### src/rtl/tile_scan_reader.sv
// Tile-order frame reader: issues BRAM reads tile by tile, realigns returning data behind the
// fixed read latency and streams pixels through a credit-managed FIFO. Optional macro: TILE_SCAN_RASTER_MODE_EN.
module tile_scan_reader #(
  parameter int RAM_WIDTH   = 8,
  parameter int IMG_WIDTH   = 640,
  parameter int IMG_HEIGHT  = 480,
  parameter int TILE_WIDTH  = 16,
  parameter int TILE_HEIGHT = 16,
  parameter int RD_LATENCY  = 2,
  parameter int ADDR_W      = $clog2(IMG_WIDTH * IMG_HEIGHT)
) (
  input  logic                 iClk,
  input  logic                 iRst,
  input  logic                 iStart,
  output logic                 oRdEn,
  output logic [ADDR_W-1:0]    oRdAddr,
  input  logic [RAM_WIDTH-1:0] iRdData,
  output logic [RAM_WIDTH-1:0] oData,
  output logic                 oValid,
  input  logic                 iReady,
`ifdef TILE_SCAN_RASTER_MODE_EN
  input  logic                 iRaster,
`endif
  output logic                 oTileLast,
  output logic                 oFrameLast,
  output logic                 oBusy,
  output logic                 oDone
);

  localparam int DEPTH   = RD_LATENCY + 2;
  localparam int TILES_X = IMG_WIDTH / TILE_WIDTH;
  localparam int TILES_Y = IMG_HEIGHT / TILE_HEIGHT;
  localparam int XW  = (TILE_WIDTH  > 1) ? $clog2(TILE_WIDTH)  : 1;
  localparam int YW  = (TILE_HEIGHT > 1) ? $clog2(TILE_HEIGHT) : 1;
  localparam int CW  = (TILES_X > 1) ? $clog2(TILES_X) : 1;
  localparam int RW  = (TILES_Y > 1) ? $clog2(TILES_Y) : 1;
  localparam int PW  = $clog2(DEPTH);
  localparam int NW  = $clog2(DEPTH + 1);
  localparam int OW  = $clog2(RD_LATENCY + DEPTH + 1);
  localparam int EW  = RAM_WIDTH + 2;

  typedef enum logic [1:0] {S_IDLE, S_RUN, S_DRAIN, S_DONE} state_t;

  state_t                state_q, state_d;
  logic [XW-1:0]         x_q, x_d;
  logic [YW-1:0]         y_q, y_d;
  logic [CW-1:0]         tc_q, tc_d;
  logic [RW-1:0]         tr_q, tr_d;
  logic [RD_LATENCY-1:0] tag_v_q, tag_v_d, tag_t_q, tag_t_d, tag_f_q, tag_f_d;
  logic [EW-1:0]         fifo_q [DEPTH];
  logic [EW-1:0]         fifo_d [DEPTH];
  logic [PW-1:0]         wr_ptr_q, wr_ptr_d, rd_ptr_q, rd_ptr_d;
  logic [NW-1:0]         cnt_q, cnt_d;

  logic                  x_last, y_last, tc_last, tr_last;
  logic                  tile_last, frame_last, rd_en, push, pop;
  logic [ADDR_W-1:0]     addr;
  logic [OW-1:0]         occ;
  logic [EW-1:0]         head;

`ifdef TILE_SCAN_RASTER_MODE_EN
  localparam int IXW = (IMG_WIDTH  > 1) ? $clog2(IMG_WIDTH)  : 1;
  localparam int IYW = (IMG_HEIGHT > 1) ? $clog2(IMG_HEIGHT) : 1;
  logic [IXW-1:0] rx_q, rx_d;
  logic [IYW-1:0] ry_q, ry_d;
  logic           raster_q, raster_d;
  logic           rx_last, ry_last;
`endif

  always_comb begin
    state_d  = state_q;
    x_d      = x_q;
    y_d      = y_q;
    tc_d     = tc_q;
    tr_d     = tr_q;
    wr_ptr_d = wr_ptr_q;
    rd_ptr_d = rd_ptr_q;
    fifo_d   = fifo_q;
    tag_v_d  = '0;
    tag_t_d  = '0;
    tag_f_d  = '0;

    x_last     = (x_q == XW'(TILE_WIDTH - 1));
    y_last     = (y_q == YW'(TILE_HEIGHT - 1));
    tc_last    = (tc_q == CW'(TILES_X - 1));
    tr_last    = (tr_q == RW'(TILES_Y - 1));
    tile_last  = x_last && y_last;
    frame_last = tile_last && tc_last && tr_last;
    addr = (ADDR_W'(tr_q) * ADDR_W'(TILE_HEIGHT) + ADDR_W'(y_q)) * ADDR_W'(IMG_WIDTH)
         + ADDR_W'(tc_q) * ADDR_W'(TILE_WIDTH) + ADDR_W'(x_q);
`ifdef TILE_SCAN_RASTER_MODE_EN
    rx_d     = rx_q;
    ry_d     = ry_q;
    raster_d = raster_q;
    rx_last  = (rx_q == IXW'(IMG_WIDTH - 1));
    ry_last  = (ry_q == IYW'(IMG_HEIGHT - 1));
    if (raster_q) begin
      tile_last  = rx_last;
      frame_last = rx_last && ry_last;
      addr       = ADDR_W'(ry_q) * ADDR_W'(IMG_WIDTH) + ADDR_W'(rx_q);
    end
`endif

    // Credits cover every read whose data could still land in the FIFO.
    occ = OW'(cnt_q);
    for (int i = 0; i < RD_LATENCY; i++) occ = occ + OW'(tag_v_q[i]);
    rd_en = (state_q == S_RUN) && (occ < OW'(DEPTH));
    push  = tag_v_q[RD_LATENCY-1];
    pop   = (cnt_q != '0) && iReady;
    head  = fifo_q[rd_ptr_q];

    tag_v_d[0] = rd_en;
    tag_t_d[0] = rd_en && tile_last;
    tag_f_d[0] = rd_en && frame_last;
    for (int i = 1; i < RD_LATENCY; i++) begin
      tag_v_d[i] = tag_v_q[i-1];
      tag_t_d[i] = tag_t_q[i-1];
      tag_f_d[i] = tag_f_q[i-1];
    end

    if (push) begin
      fifo_d[wr_ptr_q] = {tag_f_q[RD_LATENCY-1], tag_t_q[RD_LATENCY-1], iRdData};
      wr_ptr_d = (wr_ptr_q == PW'(DEPTH - 1)) ? '0 : wr_ptr_q + PW'(1);
    end
    if (pop) rd_ptr_d = (rd_ptr_q == PW'(DEPTH - 1)) ? '0 : rd_ptr_q + PW'(1);
    cnt_d = cnt_q + NW'(push) - NW'(pop);

    case (state_q)
      S_IDLE: begin
        if (iStart) begin
          state_d = S_RUN;
          x_d  = '0;
          y_d  = '0;
          tc_d = '0;
          tr_d = '0;
`ifdef TILE_SCAN_RASTER_MODE_EN
          raster_d = iRaster;
          rx_d     = '0;
          ry_d     = '0;
`endif
        end
      end
      S_RUN: begin
        if (rd_en) begin
          if (frame_last) state_d = S_DRAIN;
`ifdef TILE_SCAN_RASTER_MODE_EN
          if (raster_q) begin
            rx_d = rx_last ? '0 : rx_q + IXW'(1);
            if (rx_last) ry_d = ry_last ? '0 : ry_q + IYW'(1);
          end else begin
`endif
            x_d = x_last ? '0 : x_q + XW'(1);
            if (x_last) begin
              y_d = y_last ? '0 : y_q + YW'(1);
              if (y_last) begin
                tc_d = tc_last ? '0 : tc_q + CW'(1);
                if (tc_last) tr_d = tr_last ? '0 : tr_q + RW'(1);
              end
            end
`ifdef TILE_SCAN_RASTER_MODE_EN
          end
`endif
        end
      end
      S_DRAIN: if (pop && head[EW-1]) state_d = S_DONE;
      S_DONE:  state_d = S_IDLE;
      default: state_d = S_IDLE;
    endcase
  end

  always_ff @(posedge iClk) begin
    if (!iRst) begin
      state_q  <= S_IDLE;
      x_q      <= '0;
      y_q      <= '0;
      tc_q     <= '0;
      tr_q     <= '0;
      tag_v_q  <= '0;
      tag_t_q  <= '0;
      tag_f_q  <= '0;
      wr_ptr_q <= '0;
      rd_ptr_q <= '0;
      cnt_q    <= '0;
`ifdef TILE_SCAN_RASTER_MODE_EN
      rx_q     <= '0;
      ry_q     <= '0;
      raster_q <= 1'b0;
`endif
    end else begin
      state_q  <= state_d;
      x_q      <= x_d;
      y_q      <= y_d;
      tc_q     <= tc_d;
      tr_q     <= tr_d;
      tag_v_q  <= tag_v_d;
      tag_t_q  <= tag_t_d;
      tag_f_q  <= tag_f_d;
      wr_ptr_q <= wr_ptr_d;
      rd_ptr_q <= rd_ptr_d;
      cnt_q    <= cnt_d;
`ifdef TILE_SCAN_RASTER_MODE_EN
      rx_q     <= rx_d;
      ry_q     <= ry_d;
      raster_q <= raster_d;
`endif
    end
  end

  // Storage needs no reset: an empty count masks every entry.
  always_ff @(posedge iClk) fifo_q <= fifo_d;

  assign oRdEn      = rd_en;
  assign oRdAddr    = rd_en ? addr : '0;
  assign oValid     = (cnt_q != '0);
  assign oData      = oValid ? head[RAM_WIDTH-1:0] : '0;
  assign oTileLast  = oValid && head[RAM_WIDTH];
  assign oFrameLast = oValid && head[RAM_WIDTH+1];
  assign oBusy      = (state_q == S_RUN) || (state_q == S_DRAIN);
  assign oDone      = (state_q == S_DONE);

endmodule

### config.mk
export PLATFORM = sky130hd
export DESIGN_NAME = tile_scan_reader
export DESIGN_NICKNAME = d
export VERILOG_FILES = /design/src/rtl/tile_scan_reader.sv
export SDC_FILE = /design/constraint.sdc
export NUM_CORES = 1
export LEC_CHECK = 0
export CAP_MARGIN = 20
export CORE_MARGIN = 2
export CORE_UTILIZATION = 41
export CTS_CLUSTER_DIAMETER = 50
export DETAILED_ROUTE_END_ITERATION = 6
export SLEW_MARGIN = 30
export SYNTH_ARGS = -nofsm -noshare
export SYNTH_HDL_FRONTEND = slang
export SYNTH_SLANG_ARGS = --single-unit
### constraint.sdc
create_clock -name iClk -period 10.8 [get_ports iClk]
set_input_delay 3.24 -clock iClk [delete_from_list [all_inputs] [get_ports iClk]]
set_output_delay 3.24 -clock iClk [all_outputs]
set_load 0.005 [all_outputs]
==> results of run 1 <==
flip-flops by register name (all words and copies together), names as in the netlist:
signal / flops
tc_q: 6
rd_ptr_q: 2
tag_f_q: 2
fifo_q: 40
x_q: 4
cnt_q: 3
tag_v_q: 2
y_q: 4
tag_t_q: 2
tr_q: 5
state_q: 2
wr_ptr_q: 2
cell usage in the layout, fill, tap and decap left out, types with 3 or more instances in the layout:
cell	instances
a21oi_1	21
and2_1	22
and3_1	16
clkbuf_8	9
clkdlybuf4s50_1	44
dfxtp_1	34
edfxtp_1	40
fa_1	3
ha_1	35
inv_1	16
mux2i_1	9
mux4_2	10
nand2_1	22
nand3_1	12
nand4_1	5
nor2_1	24
nor2b_1	3
nor3_1	4
nor3b_1	4
nor4_1	3
o21ai_0	18
o31ai_1	3
or3_1	4
or4_1	7
xnor2_1	7
xor2_1	5
through the flow:
stage / hold slack (ps) / setup WS [ps]
floorplan: 412 / 5020
global placement: 426 / 4380
detailed placement: 420 / 4360
CTS: 440 / 3970
global route: 448 / 3700
finish: 437 / 4010
worst max-delay path by stage:
stage	slack [ps]	from	depth (start not counted)	endpoint
5_1_grt	3700	y_q[1]$_SDFFE_PN0P_	9	oRdAddr[18]
4_1_cts	3970	y_q[1]$_SDFFE_PN0P_	9	oRdAddr[18]
3_5_place_dp	4360	y_q[1]$_SDFFE_PN0P_	9	oRdAddr[18]
6_report	4010	y_q[1]$_SDFFE_PN0P_	9	oRdAddr[18]
3_3_place_gp	4380	y_q[1]$_SDFFE_PN0P_	9	oRdAddr[18]
2_1_floorplan	5020	y_q[1]$_SDFFE_PN0P_	8	oRdAddr[18]
layer usage:
layer / track usage, % / up-vias / part of all wire [%]
li1: - / 1532 / -
met1: 22.0 / 1481 / 49
met2: 24.4 / 43 / 46
met3: 2.54 / 13 / 2.6
met4: 6.38 / 0 / 1.9
met5: 0 / - / 0
power groups by stage:
stage	Clock, mW	Sequential [mW]	Combinational [mW]
after global placement	0	0.353	0.315
after CTS	0.228	0.347	0.322
after floorplan	0	0.339	0.216
final	0.221	0.347	0.319
after detailed placement	0	0.353	0.320
after global routing	0.239	0.352	0.358
kinds of logic after synthesis:
group,share of synthesized area [%]
multiplexers,7.77
AND/OR/NAND/NOR,18.2
flip-flops,44.8
AO/OA/AOI/OAI,12.2
adder cells (fa/ha/maj),11.9
buffers and inverters,2.71
XOR/XNOR,2.50
final cells by class:
type / instances / area share, %
Clock inverter: 7 / 1.68
Timing Repair Buffer: 46 / 9.15
Inverter: 16 / 1.21
Multi-Input combinational cell: 282 / 44.3
Sequential cell: 74 / 37.8
Tap cell: 133 / 3.34
Clock buffer: 9 / 2.49
==> results.json, run 1 <==
{
  "status": "finished, final reports clean",
  "num_rows": 36,
  "slowest_stage": "or4_1",
  "cts-hold-fix-buffers": 0,
  "final_cell_area_um2": 4980,
  "synth.cells.most_frequent": "40 x edfxtp_1, 35 x ha_1, 34 x dfxtp_1",
  "path_max_fanout": 6,
  "cp.required_ps": 7560,
  "grt_pass1_wl_mm": 14.1,
  "synth_seq_area_share_pct": 44.8,
  "grt_setup_unrepaired": "false",
  "final_period_util_pct": 62.8,
  "dpl.hpwl_mm": 5.92,
  "power.share.switching_pct": 34.6,
  "critical_path.max_stage_delay_ps": 530,
  "synthesis.area_um2": 4200,
  "first_global_vias": 2985,
  "drt_wl_total_mm": 8.34,
  "synth.most_common_cell": "edfxtp_1",
  "critical_path.reg2reg.startpoint": "cnt_q[1]$_SDFF_PN0_",
  "cts_resized": 0,
  "power.density_nw_per_um2": 178,
  "wl_per_cell_um": 14.7,
  "cellInternalPower_uw": 579,
  "setup.worst_path.end_class": "output port",
  "logic_pwr_share_pct": 35.9,
  "maximum_level_of_the_cts_h_tree": 3,
  "tns_ps": 0,
  "ys.warnings.count": 0,
  "critical-path-top-delay-family": "adder cells",
  "switching_power_uw": 307,
  "dieArea_um2": 11100,
  "detailedRoute.firstPassIterationCount": 4,
  "io-pin-count": 45,
  "dp.cells": 551,
  "grt_overflow": 0,
  "min-delay-start": "tag_t_q[0]$_SDFF_PN0_",
  "globalplace.congestion": 0.826,
  "share_clk_of_total_power_pct": 24.9,
  "total_power_uw": 886,
  "critical_path.reg2reg.endpoint": "cnt_q[2]$_SDFF_PN0_",
  "worstRegToRegCells": 10,
  "routed_vias": 3069,
  "placed_area_um2": 4770,
  "finish.cell_count_without_fillers": 567,
  "slew_viol_final": 0,
  "die_width_um": 105,
  "grt_start_max_net_pins": 31,
  "critical_path_arrival_ps": 3550,
  "synth_area_leader_cell": "edfxtp_1",
  "syn_area_per_cell_um2": 10.9,
  "worstHoldPathCells": 1,
  "syn_inst": 386,
  "fill_cells": 881,
  "synth-main-ff-cell": "edfxtp_1",
  "flow.area_growth_from_synthesis_pct": 18.5,
  "total_leakage_power_nw": 1.86,
  "syn_nets": 436,
  "worst_clock_skew_ps": 11.4,
  "antenna_violating_nets_post_route": 0,
  "max_cap_viol_count": 0,
  "cts.sinks": 74,
  "crit_path_start_kind": "flop",
  "tritoncts.num_buffers": 9,
  "core_um2": 9860,
  "ff2ff_setup_slack_ps": 8120,
  "groute.usage.overall_pct": 15.7,
  "hold_end": "tag_t_q[1]$_SDFF_PN0_",
  "max-slew-margin-rel_pct": 46.4,
  "initial_antenna_violation_count": 0,
  "worst_setup_hold_path_clk_slew_ps": 80,
  "synth_enable_flop_cells": 40,
  "n_antenna_cell": 0,
  "first_iter_violations": 156,
  "synth_top_area_share_pct": 28.6,
  "path_class": "flop to output port",
  "clock_path_buffers": 2,
  "clock_root_buffer": "clkbuf_8",
  "multi_input_area_um2": 2200,
  "die_height_um": 105,
  "synth.top_cells.by_area": "edfxtp_1 29%, dfxtp_1 16%, ha_1 10%",
  "final.min_clock_period_ps": 6790,
  "worstPathCellList": "ha_1, ha_1, fa_1, and3_1, o21ai_0, nand2_1, or4_1, o31ai_1, clkdlybuf4s50_1",
  "net_count_reported_at_finish": 479,
  "seq_power_share_pct": 39.1,
  "timing_hold_violations_final": 0,
  "place.port_buffers": 44,
  "postCtsSetupBuffers": 0,
  "holdCritPathClass": "flop to flop",
  "cts_tree": "done",
  "start_util_pct": 42.6,
  "drive_gt1_share_pct": 10.1,
  "route.detailed.drc": 0,
  "synth_cell_type_count": 61,
  "worst-path-buf-inv": 1,
  "final-setup-viol-count": 0,
  "worst_skew_pair.late_latency_ps": 340,
  "fmaxAchievable_mhz": 147,
  "vdd_ir_drop_max_mv": 0.131,
  "area.sequential_um2": 1880,
  "post_drt_via_cell_ratio": 5.41,
  "ys_async_sr_fraction_pct": 0,
  "worst_pin_slew_ps": 803,
  "final_core_utilization_pct": 50.4,
  "cp_common_cell": "ha_1",
  "synth-seq-cells": 74
}
Note: power is estimated with default switching activity, not from simulation.
==> run 2, diff against run 1 <==
clock period = 6.95 ns   (was 10.8 ns; I/O delays follow)
==> results.json, run 2 (same netlist as run 1, synthesis figures left out) <==
{
  "status": "finished, final reports clean",
  "total_leakage_power_nw": 1.86,
  "number_of_flip_flops_under_the_largest_register_name": 40,
  "die_width_um": 105,
  "dp_worst_setup_slack_ps": 1660,
  "tritoncts.num_buffers": 9,
  "worstRegToRegCells": 10,
  "antenna_violating_nets_post_route": 0,
  "final_core_utilization_pct": 50.5,
  "core_um2": 9860,
  "cp_common_cell": "ha_1",
  "mostFrequentLayoutCells": "44 x clkdlybuf4s50_1, 40 x edfxtp_1, 35 x ha_1, 34 x dfxtp_1, 24 x nor2_1",
  "worst_clock_skew_ps": 12.4,
  "critical_path_arrival_ps": 3580,
  "grt_overflow": 0,
  "place.port_buffers": 44,
  "timing_hold_violations_final": 0,
  "critical_path.reg2reg.startpoint": "cnt_q[1]$_SDFF_PN0_",
  "whs_ps": 439,
  "cts-hold-fix-buffers": 0,
  "worst_setup_hold_path_clk_slew_ps": 90,
  "first_global_vias": 3029,
  "num_rows": 36,
  "worst-path-buf-inv": 1,
  "globalplace.congestion": 0.826,
  "top_regs": "fifo_q x40, tc_q x6, tr_q x5",
  "path_max_fanout": 6,
  "initial_antenna_violation_count": 0,
  "final_cell_area_um2": 4980,
  "n_antenna_cell": 0,
  "drive_gt1_share_pct": 10.1,
  "total_power_mw": 1.39,
  "cts_resized": 0,
  "max-slew-margin-rel_pct": 45.5,
  "critical_path.max_stage_delay_ps": 540,
  "worst_slack_ps": 1290,
  "dp.cells": 551,
  "route.detailed.drc": 0,
  "start_util_pct": 42.6,
  "fmaxAchievable_mhz": 177,
  "postCtsSetupBuffers": 0,
  "final_period_util_pct": 81.5,
  "final.min_clock_period_ps": 5660,
  "first_iter_violations": 117,
  "detailedRoute.firstPassIterationCount": 4,
  "routedLengthMet1_mm": 4.18,
  "dpl.hpwl_mm": 5.97,
  "slew_viol_final": 0,
  "grt_start_max_net_pins": 31,
  "most_common_cell_after_layout_fill_and_taps_aside": "clkdlybuf4s50_1",
  "met2_wire_length_mm": 3.85,
  "critical_path.reg2reg.endpoint": "cnt_q[2]$_SDFF_PN0_",
  "holdCritPathClass": "flop to flop",
  "vdd_ir_drop_max_mv": 0.208,
  "drt_wl_total_mm": 8.41,
  "maximum_level_of_the_cts_h_tree": 3,
  "io-pin-count": 45,
  "clock_path_buffers": 2,
  "net_count_reported_at_finish": 479,
  "dieArea_um2": 11100,
  "worst_skew_pair.late_latency_ps": 350,
  "cts.sinks": 74,
  "worstHoldPathCells": 1,
  "ff2ff_setup_slack_ps": 4260,
  "max_cap_viol_count": 0,
  "placed_area_um2": 4770,
  "die_height_um": 105,
  "wl_per_cell_um": 14.8,
  "clock_root_buffer": "clkbuf_8",
  "critical-path-top-delay-family": "adder cells",
  "crit_path_start_kind": "flop",
  "post_drt_via_cell_ratio": 5.43,
  "setup.worst_path.end_class": "output port",
  "cp.required_ps": 4870,
  "cts_tree": "done",
  "top_layer": "met4",
  "met3_length_um": 178,
  "power.density_nw_per_um2": 278,
  "flow.area_growth_from_synthesis_pct": 18.5,
  "routed_vias": 3077,
  "regMostFlops": "fifo_q",
  "finish.cell_count_without_fillers": 567,
  "grt_setup_unrepaired": "false",
  "slowest_stage": "or4_1",
  "worstPathCellList": "ha_1, ha_1, fa_1, and3_1, o21ai_0, nand2_1, or4_1, o31ai_1, clkdlybuf4s50_1",
  "final-setup-viol-count": 0,
  "grt_pass1_wl_mm": 14.5,
  "path_class": "flop to output port",
  "worst_pin_slew_ps": 816,
  "hold_end": "tag_t_q[1]$_SDFF_PN0_",
  "groute.usage.overall_pct": 16.2,
  "min-delay-start": "tag_t_q[0]$_SDFF_PN0_",
  "tns_ps": 0
}
-- run 2: changes by cell type in the layout (fill, tap and decap cells not counted), sizes merged --
cell | before | now
clkinvlp | 1 | 2
inv | 19 | 20
clkinv | 2 | 0
-- run 2: worst max-delay path by stage --
stage	cells after the start	endpoint	slack (ps)	startpoint
2_1_floorplan	8	oRdAddr[18]	2330	y_q[1]$_SDFFE_PN0P_
3_3_place_gp	9	oRdAddr[18]	1680	y_q[1]$_SDFFE_PN0P_
3_5_place_dp	9	oRdAddr[18]	1660	y_q[1]$_SDFFE_PN0P_
4_1_cts	9	oRdAddr[18]	1240	y_q[1]$_SDFFE_PN0P_
5_1_grt	9	oRdAddr[18]	1020	y_q[1]$_SDFFE_PN0P_
6_report	9	oRdAddr[18]	1290	y_q[1]$_SDFFE_PN0P_
-- run 2: power breakdown --
group / leakage [nW] / internal, mW / switching (mW) / total (mW)
sequential: 0.642 / 0.491 / 0.0466 / 0.538
combinational: 1.12 / 0.237 / 0.258 / 0.495
clock: 0.100 / 0.173 / 0.179 / 0.352
-- run 2: final cells by class --
class / count / area, um2
multi-input cells: 282 / 2200
clock buffers: 9 / 124
fillers: 901 / 4890
flip-flops and latches: 74 / 1880
inverters: 16 / 60.1
repair buffers: 46 / 455
well taps: 133 / 166
clock inverters: 7 / 85.1
-- run 2: routing by layer --
metal / GRT usage, % / vias up
met5: 0 / -
met4: 7.43 / 0
met3: 2.41 / 16
met2: 24.7 / 41
met1: 22.7 / 1486
li1: - / 1534
==> run 3, diff against run 2 <==
clock period = 4.7 ns   (was 6.95 ns; I/O delays follow)
==> results.json, run 3 (same netlist as run 1, synthesis figures left out) <==
{
  "status": "finished, final reports clean",
  "slew_viol_final": 0,
  "initial_antenna_violation_count": 0,
  "path_class": "flop to output port",
  "maximum_level_of_the_cts_h_tree": 3,
  "routed_vias": 3173,
  "critical_path.reg2reg.startpoint": "cnt_q[1]$_SDFF_PN0_",
  "worstRegToRegCells": 10,
  "final.min_clock_period_ps": 4490,
  "area.sequential_um2": 1900,
  "cts-hold-fix-buffers": 0,
  "dp.cells": 556,
  "first_iter_violations": 180,
  "grt_pass1_wl_mm": 14.8,
  "die_width_um": 105,
  "max_cap_viol_count": 0,
  "detailedRoute.firstPassIterationCount": 4,
  "crit_path_start_kind": "flop",
  "total_power_mw": 2.09,
  "top_regs": "fifo_q x40, tc_q x6, tr_q x5",
  "timing.critical_path.to": "oRdAddr[17]",
  "number_of_flip_flops_under_the_largest_register_name": 40,
  "critical_path_arrival_ps": 3080,
  "io-pin-count": 45,
  "finish.cell_count_without_fillers": 574,
  "drt_wl_total_mm": 8.83,
  "multi_input_area_um2": 2360,
  "dp_worst_setup_slack_ps": 171,
  "antenna_violating_nets_post_route": 0,
  "place.port_buffers": 44,
  "n_antenna_cell": 0,
  "worst_clock_skew_ps": 9.74,
  "cts_tree": "done",
  "core_um2": 9860,
  "groute.usage.overall_pct": 16.4,
  "grt_overflow": 0,
  "fmaxAchievable_mhz": 223,
  "cts.sinks": 74,
  "drive_gt1_share_pct": 16.8,
  "max-slew-margin-rel_pct": 48.1,
  "path_max_fanout": 6,
  "final-setup-viol-count": 0,
  "holdCritPathClass": "flop to flop",
  "routedLengthMet1_mm": 4.39,
  "final_period_util_pct": 95.6,
  "vdd_ir_drop_max_mv": 0.264,
  "regMostFlops": "fifo_q",
  "net_count_reported_at_finish": 486,
  "power.density_nw_per_um2": 401,
  "met3_length_um": 264,
  "worst_slack_ps": 209,
  "worst_pin_slew_ps": 778,
  "tns_ps": 0,
  "min-delay-start": "tag_t_q[0]$_SDFF_PN0_",
  "clock_root_buffer": "clkbuf_8",
  "flow.area_growth_from_synthesis_pct": 23.9,
  "setup.worst_path.end_class": "output port",
  "wl_per_cell_um": 15.4,
  "top_layer": "met4",
  "whs_ps": 444,
  "clock_path_buffers": 2,
  "fill_cells": 887,
  "timing_hold_violations_final": 0,
  "post_drt_via_cell_ratio": 5.53,
  "dpl.hpwl_mm": 6.07,
  "grt_setup_unrepaired": "false",
  "met2_wire_length_mm": 4.10,
  "route.detailed.drc": 0,
  "cp.required_ps": 3290,
  "start_util_pct": 42.6,
  "critical_path.reg2reg.endpoint": "cnt_q[2]$_SDFF_PN0_",
  "mostFrequentLayoutCells": "40 x edfxtp_1, 40 x clkdlybuf4s50_1, 27 x ha_1, 26 x dfxtp_1, 24 x nor2_1",
  "worst_setup_hold_path_clk_slew_ps": 80,
  "globalplace.congestion": 0.812,
  "die_height_um": 105,
  "total_leakage_power_nw": 1.93,
  "dieArea_um2": 11100,
  "worst_skew_pair.late_latency_ps": 350,
  "crit_start": "y_q[2]$_SDFFE_PN0P_",
  "first_global_vias": 3039,
  "ff2ff_setup_slack_ps": 2000,
  "tritoncts.num_buffers": 9,
  "grt_start_max_net_pins": 30,
  "num_rows": 36
}
run 3: cell count changes in the layout (fill, tap and decap cells not counted), sizes merged:
cell	delta
buf	+7
clkdlybuf4s50	-4
clkinv	+2
dlygate4sd2	+2
dlymetal6s2s	+2
clkinvlp	-1
inv	-1
run 3: routing by layer:
metal / GRT usage (%) / vias to the layer above
li1: - / 1557
met1: 23.4 / 1542
met2: 25.6 / 62
met3: 2.97 / 12
met4: 4.38 / 0
met5: 0 / -
run 3: layout make-up:
type                            count  area share, %
Clock buffer                        9           2.38
Clock inverter                      7           1.66
Inverter                           16           1.15
Multi-Input combinational cell    282           45.3
Sequential cell                    74           36.5
Tap cell                          133           3.20
Timing Repair Buffer               53           9.81
run 3: worst max-delay path, cell delays in order (launching register included):
cell             delay, ps
dfxtp_4                380
ha_1                   220
ha_4                   180
fa_2                   610
and4b_1                260
nand3_2                100
nor4_2                 260
mux2i_1                210
clkdlybuf4s50_1        510
run 3: power by group:
group | leakage, nW | switching, mW | total (mW) | internal [mW]
clock | 0.104 | 0.267 | 0.523 | 0.256
combinational | 1.18 | 0.396 | 0.764 | 0.368
sequential | 0.647 | 0.0703 | 0.798 | 0.728
run 3: worst min-delay path by stage:
| stage | depth (start not counted) | slack [ps] | end |
|---|---|---|---|
| final | 1 | 440 | tag_t_q[1]$_SDFF_PN0_ |
| after global routing | 1 | 470 | tag_t_q[1]$_SDFF_PN0_ |
| after floorplan | 1 | 410 | tag_f_q[1]$_SDFF_PN0_ |
| after detailed placement | 1 | 430 | tag_t_q[1]$_SDFF_PN0_ |
| after global placement | 1 | 420 | tag_t_q[1]$_SDFF_PN0_ |
| after CTS | 1 | 450 | tag_t_q[1]$_SDFF_PN0_ |
run 3: through the flow:
step | cell area, um2 | utilization [%]
floorplan | 4200 | -
global placement | 4810 | 48.7
detailed placement | 4810 | 48.7
CTS | 5070 | 51.4
global route | 5200 | 52.7
finish | 5200 | 52.7
run 3: what timing repair did:
item                                    CTS  global route
buffers inserted                          1             1
endpoints found under the setup margin    5             3
pin swaps                                 2             7
gates resized for setup                  15            22
